### src/rtl/seven_segment_arbiter_if.sv
// Display-sharing bus: requesters present level requests and 16-bit values,
// the arbiter returns the grant and the scanned seven-segment drive.
interface seven_segment_arbiter_if #(
  parameter int n_sources = 4
);
  logic [n_sources-1:0]    req;
  logic [n_sources*16-1:0] data;
  logic [n_sources-1:0]    grant;
  logic [2:0]              active_src;
  logic                    busy;
  logic [7:0]              abcdefgh;
  logic [3:0]              digit;

  modport master (
    output req, data,
    input  grant, active_src, busy, abcdefgh, digit
  );

  modport slave (
    input  req, data,
    output grant, active_src, busy, abcdefgh, digit
  );
endinterface

### src/rtl/seven_segment_arbiter.sv
// Round-robin owner of the 4-digit display with a minimum hold time, plus a
// free-running digit scan and hex decode of the owner's value.
module seven_segment_arbiter #(
  parameter int n_sources                  = 4,
  parameter int hold_cycles                = 1000,
  parameter int seven_segment_strobe_width = 1024
) (
  input logic clk,
  input logic reset_n,
  seven_segment_arbiter_if.slave bus
);

  typedef enum logic {IDLE, SHOW} state_t;

  state_t                  state, state_nxt;
  logic [2:0]              ptr, owner, owner_nxt, winner;
  logic                    found;
  logic [31:0]             hold_cnt, hold_nxt, strobe_cnt;
  logic                    strobe_wrap;
  logic [1:0]              scan_idx, scan_nxt;
  logic [15:0]             disp;
  logic [3:0]              nib;
  logic [7:0]              seg, seg_nxt;
  logic [3:0]              digit_q;
  logic [n_sources-1:0]    grant_q, rot;
  logic [2*n_sources-1:0]  req2;

  function automatic logic [7:0] hex_to_seg(input logic [3:0] n);
    case (n)
      4'h0: return 8'b11111100;
      4'h1: return 8'b01100000;
      4'h2: return 8'b11011010;
      4'h3: return 8'b11110010;
      4'h4: return 8'b01100110;
      4'h5: return 8'b10110110;
      4'h6: return 8'b10111110;
      4'h7: return 8'b11100000;
      4'h8: return 8'b11111110;
      4'h9: return 8'b11110110;
      4'hA: return 8'b11101110;
      4'hB: return 8'b00111110;
      4'hC: return 8'b10011100;
      4'hD: return 8'b01111010;
      4'hE: return 8'b10011110;
      default: return 8'b10001110;
    endcase
  endfunction

  // Rotate requests so bit 0 is the source right after the pointer; the
  // pointer itself lands last, which makes "keep the owner" the fallback.
  always_comb begin
    req2   = {bus.req, bus.req};
    rot    = n_sources'(req2 >> (ptr + 3'd1));
    found  = 1'b0;
    winner = ptr;
    for (int j = 0; j < n_sources; j++) begin
      if (!found && rot[j]) begin
        found  = 1'b1;
        winner = 3'((int'(ptr) + 1 + j) % n_sources);
      end
    end
  end

  always_comb begin
    state_nxt = state;
    owner_nxt = owner;
    hold_nxt  = hold_cnt + 32'd1;
    case (state)
      IDLE: begin
        hold_nxt = 32'd0;
        if (found) begin
          state_nxt = SHOW;
          owner_nxt = winner;
        end
      end
      SHOW: begin
        if (hold_cnt == 32'(hold_cycles - 1)) begin
          hold_nxt = 32'd0;
          if (found) begin
            owner_nxt = winner;
          end else begin
            state_nxt = IDLE;
            owner_nxt = 3'd0;
          end
        end
      end
      default: state_nxt = IDLE;
    endcase
  end

  // Segments are blanked whenever this or the next cycle is idle.
  always_comb begin
    strobe_wrap = (strobe_cnt == 32'(seven_segment_strobe_width - 1));
    scan_nxt    = strobe_wrap ? scan_idx + 2'd1 : scan_idx;
    nib         = 4'(disp >> {scan_nxt, 2'b00});
    seg_nxt     = 8'd0;
    if (state == SHOW && state_nxt == SHOW) begin
      seg_nxt = hex_to_seg(nib);
    end
  end

  always_ff @(posedge clk or negedge reset_n) begin
    if (!reset_n) begin
      state    <= IDLE;
      owner    <= 3'd0;
      ptr      <= 3'(n_sources - 1);
      hold_cnt <= 32'd0;
      grant_q  <= '0;
      disp     <= 16'd0;
    end else begin
      state    <= state_nxt;
      owner    <= owner_nxt;
      hold_cnt <= hold_nxt;
      if (state_nxt == SHOW) begin
        ptr     <= owner_nxt;
        grant_q <= {{(n_sources-1){1'b0}}, 1'b1} << owner_nxt;
        if (bus.req[owner_nxt]) begin
          disp <= 16'(bus.data >> {owner_nxt, 4'b0000});
        end
      end else begin
        grant_q <= '0;
      end
    end
  end

  always_ff @(posedge clk or negedge reset_n) begin
    if (!reset_n) begin
      strobe_cnt <= 32'd0;
      scan_idx   <= 2'd0;
      digit_q    <= 4'b0001;
      seg        <= 8'd0;
    end else begin
      strobe_cnt <= strobe_wrap ? 32'd0 : strobe_cnt + 32'd1;
      scan_idx   <= scan_nxt;
      digit_q    <= 4'b0001 << scan_nxt;
      seg        <= seg_nxt;
    end
  end

  assign bus.grant      = grant_q;
  assign bus.active_src = owner;
  assign bus.busy       = (state == SHOW);
  assign bus.abcdefgh   = seg;
  assign bus.digit      = digit_q;

endmodule

### src/flat_wrapper.sv
// flat-port wrapper written by rule: the top's interface ports become plain ports
module seven_segment_arbiter_flat 
#(
  parameter int n_sources                  = 4,
  parameter int hold_cycles                = 1000,
  parameter int seven_segment_strobe_width = 1024
)
  (clk, reset_n, bus_req, bus_data, bus_grant, bus_active_src, bus_busy, bus_abcdefgh, bus_digit);
  seven_segment_arbiter_if #(.n_sources(n_sources)) bus_i ();
  input logic clk;
  input logic reset_n;
  input wire logic [$bits(bus_i.req)-1:0] bus_req;
  input wire logic [$bits(bus_i.data)-1:0] bus_data;
  output wire logic [$bits(bus_i.grant)-1:0] bus_grant;
  output wire logic [$bits(bus_i.active_src)-1:0] bus_active_src;
  output wire logic [$bits(bus_i.busy)-1:0] bus_busy;
  output wire logic [$bits(bus_i.abcdefgh)-1:0] bus_abcdefgh;
  output wire logic [$bits(bus_i.digit)-1:0] bus_digit;
  assign bus_i.req = bus_req;
  assign bus_i.data = bus_data;
  assign bus_grant = bus_i.grant;
  assign bus_active_src = bus_i.active_src;
  assign bus_busy = bus_i.busy;
  assign bus_abcdefgh = bus_i.abcdefgh;
  assign bus_digit = bus_i.digit;
  seven_segment_arbiter #(.n_sources(n_sources), .hold_cycles(hold_cycles), .seven_segment_strobe_width(seven_segment_strobe_width)) u_core (.clk(clk), .reset_n(reset_n), .bus(bus_i));
endmodule
### config.mk
export PLATFORM = sky130hd
export DESIGN_NAME = seven_segment_arbiter_flat
export DESIGN_NICKNAME = d
export VERILOG_FILES = /design/src/rtl/seven_segment_arbiter_if.sv /design/src/rtl/seven_segment_arbiter.sv /design/src/flat_wrapper.sv
export SDC_FILE = /design/constraint.sdc
export NUM_CORES = 1
export LEC_CHECK = 0
export BUFFER_PORTS_ARGS = -buffer_cell sky130_fd_sc_hd__buf_2
export CAP_MARGIN = 20
export CELL_PAD_IN_SITES_DETAIL_PLACEMENT = 1
export CELL_PAD_IN_SITES_GLOBAL_PLACEMENT = 2
export CORE_UTILIZATION = 32
export DETAILED_ROUTE_END_ITERATION = 6
export PLACE_DENSITY = 0.77
export SYNTH_ARGS = -nofsm -noshare
export SYNTH_HDL_FRONTEND = slang
export SYNTH_SLANG_ARGS = --single-unit
### constraint.sdc
create_clock -name clk -period 3.65 [get_ports clk]
set_clock_uncertainty 0.05 [all_clocks]
set_input_delay 0.73 -clock clk [delete_from_list [all_inputs] [get_ports clk]]
set_output_delay 0.73 -clock clk [all_outputs]
set_load 0.02 [all_outputs]
; ---- After elaboration in Yosys (flattened, before gate mapping)
; Memory sizes are Yosys's and may differ from the RTL's.
; Cells that the tools add are included.
[op_classes]
eq_ne = 2
n_shift = 5
mux = 23
addsub = 8
n_bitwise = 5
reduce_logical = 12
magnitude_cmp = 1
[op_table]
columns = operator, count
row1 = 32-bit by 1-bit adder with 32-bit output (second input constant), 2
row2 = 32-bit by 3-bit adder with 32-bit output (second input constant), 2
row3 = 32-bit by 10-bit == test with 1-bit output (second input constant), 2
row4 = 32-bit two-way mux, 2
row5 = 32-bit case mux with 2 select lines, 1
row6 = 64-bit by 7-bit >> shifter with 16-bit output, 1
row7 = 32-bit by 2-bit adder with 32-bit output (second input constant), 1
row8 = 3-bit two-way mux, 7
row9 = 16-bit by 4-bit >> shifter with 4-bit output, 1
row10 = 8-bit two-way mux, 1
row11 = 2-bit OR reduction, 4
row12 = 8-bit by 3-bit >> shifter with 4-bit output, 1
row13 = 1-bit two-way mux, 7
row14 = 3-bit case mux with 2 select lines, 1
row15 = 3-bit by 1-bit adder with 4-bit output (second input constant), 1
row16 = 1-bit logical AND, 4
row17 = 4-bit two-way mux, 1
row18 = 1-bit by 2-bit left shift with 4-bit output (first input constant), 1
row19 = 1-bit by 3-bit left shift with 4-bit output (first input constant), 1
row20 = 3-bit by 1-bit adder with 3-bit output (second input constant), 1
row21 = 1-bit AND, 3
row22 = 1-bit zero test, 3
row23 = 3-bit < comparator (second input constant), 1
row24 = 2-bit by 1-bit adder with 2-bit output (second input constant), 1
row25 = other kinds (6), 6
[word_totals]
reg_bits = 105
mem_count = 1
input_bits = 70
rom_bits = 112
out_inout_bits = 20
[memory_table]
columns = memory, depth, width, rd, rd_ports_with_merged_regs, write_ports, line
row1 = (name not given), 16, 7, 1, 0, 0, seven_segment_arbiter.sv:29  ; case (n)

; ---- Logic depth before layout (Yosys ltp)
[depth]
depth_word = 18
depth_mapped = 12
ltp_nobuf = 11

; ---- Worst setup path before layout
; No wires, ideal clock.
[synth_path]
path_kind = register to register
from = reg u_core.strobe_cnt[24]
to = reg u_core.seg[7] (netlist: u_core.bus.abcdefgh[7])
path_slack_ps = 78
t_required_ps = 3484
n_path_buf = 1
setup_ps = 116
stages_incl_launch_ff = 12
arrival_time_ps = 3406
cell_sequence = dfrtp_1 nor4_1 nand4_1 nor3_1 clkbuf_1 nor2_1 a211o_1 a22oi_1 inv_1 ha_1 or4b_2 o311ai_0
[synth_between]
elab_chain_len = 5
[synth_lines]
columns = item, line
row1 = from (decl), seven_segment_arbiter.sv:18  ; logic [31:0] hold_cnt, hold_nxt, strobe_cnt;
row2 = from (signal assigned), seven_segment_arbiter.sv:133  ; strobe_cnt <= strobe_wrap ? 32'd0 : strobe_cnt + 32'd1;
row3 = 32-bit by 10-bit == test with 1-bit output, seven_segment_arbiter.sv:93  ; strobe_wrap = (strobe_cnt == 32'(seven_segment_strobe_width - 1));
row4 = 2-bit two-way mux, seven_segment_arbiter.sv:94  ; scan_nxt = strobe_wrap ? scan_idx + 2'd1 : scan_idx;
row5 = 16-bit by 4-bit >> shifter with 4-bit output, seven_segment_arbiter.sv:95  ; nib = 4'(disp >> {scan_nxt, 2'b00});
row6 = memory read 16 x 7 bit, --
row7 = 8-bit two-way mux, seven_segment_arbiter.sv:97  ; if (state == SHOW && state_nxt == SHOW) begin
row8 = named net u_core.seg_nxt[7], seven_segment_arbiter.sv:23  ; logic [7:0] seg, seg_nxt;
row9 = to (signal assigned), seven_segment_arbiter.sv:136  ; seg <= seg_nxt;
row10 = to (decl), seven_segment_arbiter.sv:23
; The timed path passes the listed nets, and every way through them passes these cells.
; A chain may end at the register's enable or synchronous reset.

; ---- Final worst setup path
[layout_path]
from = reg u_core.hold_cnt[3]
to = reg u_core.disp[12]
[layout_between]
elab_chain_len = 6
[layout_lines]
columns = item, line
row1 = from (decl), seven_segment_arbiter.sv:18
row2 = from (signal assigned), seven_segment_arbiter.sv:113  ; hold_cnt <= hold_nxt;
row3 = 32-bit by 10-bit == test with 1-bit output (*), seven_segment_arbiter.sv:77  ; if (hold_cnt == 32'(hold_cycles - 1)) begin
row4 = branches (longest 5 deep; another with 64-bit by 7-bit >> shifter with 16-bit output), --
row5 = to (signal assigned), seven_segment_arbiter.sv:118  ; disp <= 16'(bus.data >> {owner_nxt, 4'b0000});
row6 = to (decl), seven_segment_arbiter.sv:21  ; logic [15:0] disp;
; Every way passes the cells marked *. The select of a mux whose other input is x is not followed.

==> metrics <==
run status=finished, final reports clean; Synth Register Bits=about 100; share of power burned in registers=0.494; R2R Setup Slk=0.16 ns; Final Core Density=0.393; Worst VDD drop=0.178 mV; R2R Path Start=u_core.hold_cnt[3]$_DFF_PN0_; DRT iter0 DRCs=239; total CTS buffers=9; Clock Path Buffers=2; vias in the first global route=5,108; post-CTS setup buffers=0; RSZ-0062 raised after global routing=false; CP required=3.83 ns; clock root buffer=clkbuf_16; WP buf/inv=2; clock-pin slew on the worst setup and hold paths=0.08 ns; count of cell types in the netlist=65; worst slack at placement=-0.0999 ns; Sw Share=0.250; core box area=17,400 um^2; Cell Chain, Critical Path=or4_1, or4_4, or2_1, a21boi_2, nor2_4, inv_2, mux2_4, o211ai_4, buf_4, mux2_1; pwr dens=357 nW/um^2; TritonCTS clock tree=done; Post-synth EDFFs=0; grt total ovfl=0; Final nets=between 700 and 800; Comb pwr share=0.094; GR Util All Layers=0.186; # IOs=90; count of input and output buffers=just under 90; sequential fraction of the synthesis area=0.457; slew at the pin closest to its max-slew limit=around 0.95 ns; r2r worst-path depth=10; # hold bufs at CTS=0; DR pass1 iterations=4; worst hold path type=reg -> reg; largest net degree at the start of global routing=73; Async SR Flop Fraction=1.00; H-tree levels=3; CP endpoint kind=register; width of the die=135 um; clk sink count=104; drt total wl=16.0 mm; Vias/cell=approximately 5.3; Static Leak=around 0.0031 uW; Critical Path End=u_core.disp[12]$_DFFE_PN0P_; global placer's final weighted congestion=about 0.85; initial antenna violation count=0; P_sw=609 uW; crit path from=u_core.hold_cnt[3]$_DFF_PN0_; Synth Area per Inst=9.71 um^2; Mapped Area=around 5700 um^2; final antenna-violating net count=0; syn_nets=666; num rows=48; clock share of power=0.412; reg-to-reg endpoint=u_core.disp[12]$_DFFE_PN0P_; CP peak stage delay=roughly 0.57 ns; fillers=2,014; routed vias=between 4,000 and 5,000; CP Depth=10; crit path DAT=3.67 ns; Pint=between 1500 and 2000 uW; Main synth FF type=dfrtp_1; synthesized instance count=between 500 and 600; startpoint class of the critical path=register; Synthesis Warnings=0; max-cap violations=0; # diodes=0; fmax=287 MHz; fin. max-slew vios=0; Skew-Pair Late Insertion Delay=0.36 ns; first-pass GRT wire length=26.5 mm; die extent in y=135 um; Die Area=18,400 um^2; Worst Hold Depth=1; Hold Vio Cnt, Final=0; Starting Density=0.328; endpoints failing setup=0; largest driver fanout on the critical path=16; DRC Markers=0; final setup margin=~0.16 ns; area grow syn2layout=19.6%; share of cells above drive strength 1=0.236; CP Class=reg -> reg; Crit-path slowest cell=or4_4; cell family with most CP delay=simple AND/OR/NAND/NOR gates; Final HPWL DP=around 12 mm; fin crit period=3.49 ns; wire length per cell=between 15 and 20 um; Tcrit/Tclk final=0.955; Worst slew margin=0.365
## stage by stage
step	std cells	area, um^2	hold slack (ns)	setup TNS, ns	power (uW)
after global routing	911	6820	0.446	0	2530
after CTS	911	6790	0.423	-0.112	2460
after global placement	895	6480	0.406	-0.0423	1440
final	911	6820	0.422	0	2430
after detailed placement	895	6480	0.408	-0.101	1450
after floorplan	587	5700	0.384	0	1330
## logic make-up (layout without fill, tap and decap cells)
kind of cell / Yosys count / after routing / share of synthesized area
mux: 25 / 25 / 0.0489
flops: 104 / 104 / 0.457
compound gates: 94 / 94 / 0.129
fa+ha+maj: 9 / 9 / 0.0198
other cells: 1 / 1 / 0.000658
buf+inv: 49 / 148 / 0.0353
xor+xnor: 60 / 60 / 0.0922
simple gates: 245 / 245 / 0.217
## flip-flops by register name (all words and copies together), names as in the netlist
signal,flops
u_core.hold_cnt,32
u_core.bus.digit,4
u_core.bus.active_src,3
u_core.strobe_cnt,32
u_core.scan_idx,2
u_core.bus.abcdefgh,7
u_core.bus.grant,4
u_core.ptr,3
u_core.disp,16
u_core.bus.busy,1
## cells in the mapped netlist, types with 10 or more instances
cell type	number	area, um^2
nand4_1	10	62.6
a311oi_1	17	149
dfrtp_1	101	2530
inv_1	19	71.3
a211oi_1	17	128
and3_1	35	219
xnor2_1	33	289
mux2_1	10	113
nor2_1	57	214
nand2_1	62	233
xor2_1	27	236
nand3_1	28	140
clkbuf_1	19	71.3
## worst min path at each step
stage	start	endpoint	slack (ns)
floorplan	reset_n	u_core.bus.abcdefgh[1]$_DFF_PN0_	0.38
global placement	u_core.strobe_cnt[4]$_DFF_PN0_	u_core.strobe_cnt[4]$_DFF_PN0_	0.41
detailed placement	u_core.strobe_cnt[31]$_DFF_PN0_	u_core.strobe_cnt[31]$_DFF_PN0_	0.41
CTS	u_core.strobe_cnt[4]$_DFF_PN0_	u_core.strobe_cnt[4]$_DFF_PN0_	0.42
global route	u_core.strobe_cnt[4]$_DFF_PN0_	u_core.strobe_cnt[4]$_DFF_PN0_	0.45
finish	u_core.strobe_cnt[4]$_DFF_PN0_	u_core.strobe_cnt[4]$_DFF_PN0_	0.42
## what timing repair did
item | 4_1_cts | 5_1_grt
endpoints found under the setup margin | 5 | 17
pin swaps | 0 | 0
resized for setup | 2 | 8
## placed cells by master (no fill, tap or decap), types with 10 or more instances in the layout
cell type  instances
a211oi_1          13
a311oi_1          17
and3_1            35
buf_2             87
buf_4             22
dfrtp_1          101
inv_1             19
mux2_1            10
nand2_1           62
nand3_1           28
nand4_1           10
nor2_1            57
xnor2_1           33
xor2_1            27
## layout make-up
cell class | count | area, um^2 | area share
clock inverter | 7 | 80.1 | 0.0117
tap | 225 | 282 | 0.0413
multi-input combinational | 434 | 2930 | 0.429
inverter | 22 | 85.1 | 0.0125
clock buffer | 9 | 225 | 0.0330
sequential | 104 | 2610 | 0.382
timing repair buffer | 110 | 612 | 0.0897
## power groups by stage
stage | logic, uW | registers, uW | clock network (uW)
6_report | 228 | 1200 | 1000
5_1_grt | 252 | 1200 | 1070
4_1_cts | 230 | 1200 | 1030
3_5_place_dp | 229 | 1220 | 0
3_3_place_gp | 222 | 1220 | 0
2_1_floorplan | 101 | 1230 | 0
## layer usage
layer  up-vias  track usage  share of wire
li1       2289            -              -
met1      2413        0.227           0.45
met2        99        0.325           0.50
met3        23       0.0314          0.033
met4         0       0.0749          0.020
met5         -            0              0
## worst reg2reg max path, cell delays in order (launching register included)
cell and delay (ns):
dfrtp_1 0.42, or4_1 0.53, or4_4 0.57, or2_1 0.33, a21boi_2 0.23, nor2_4 0.06, inv_2 0.09, mux2_4 0.31
o211ai_4 0.15, buf_4 0.26, mux2_1 0.36
Note: power is estimated with default switching activity, not from simulation.
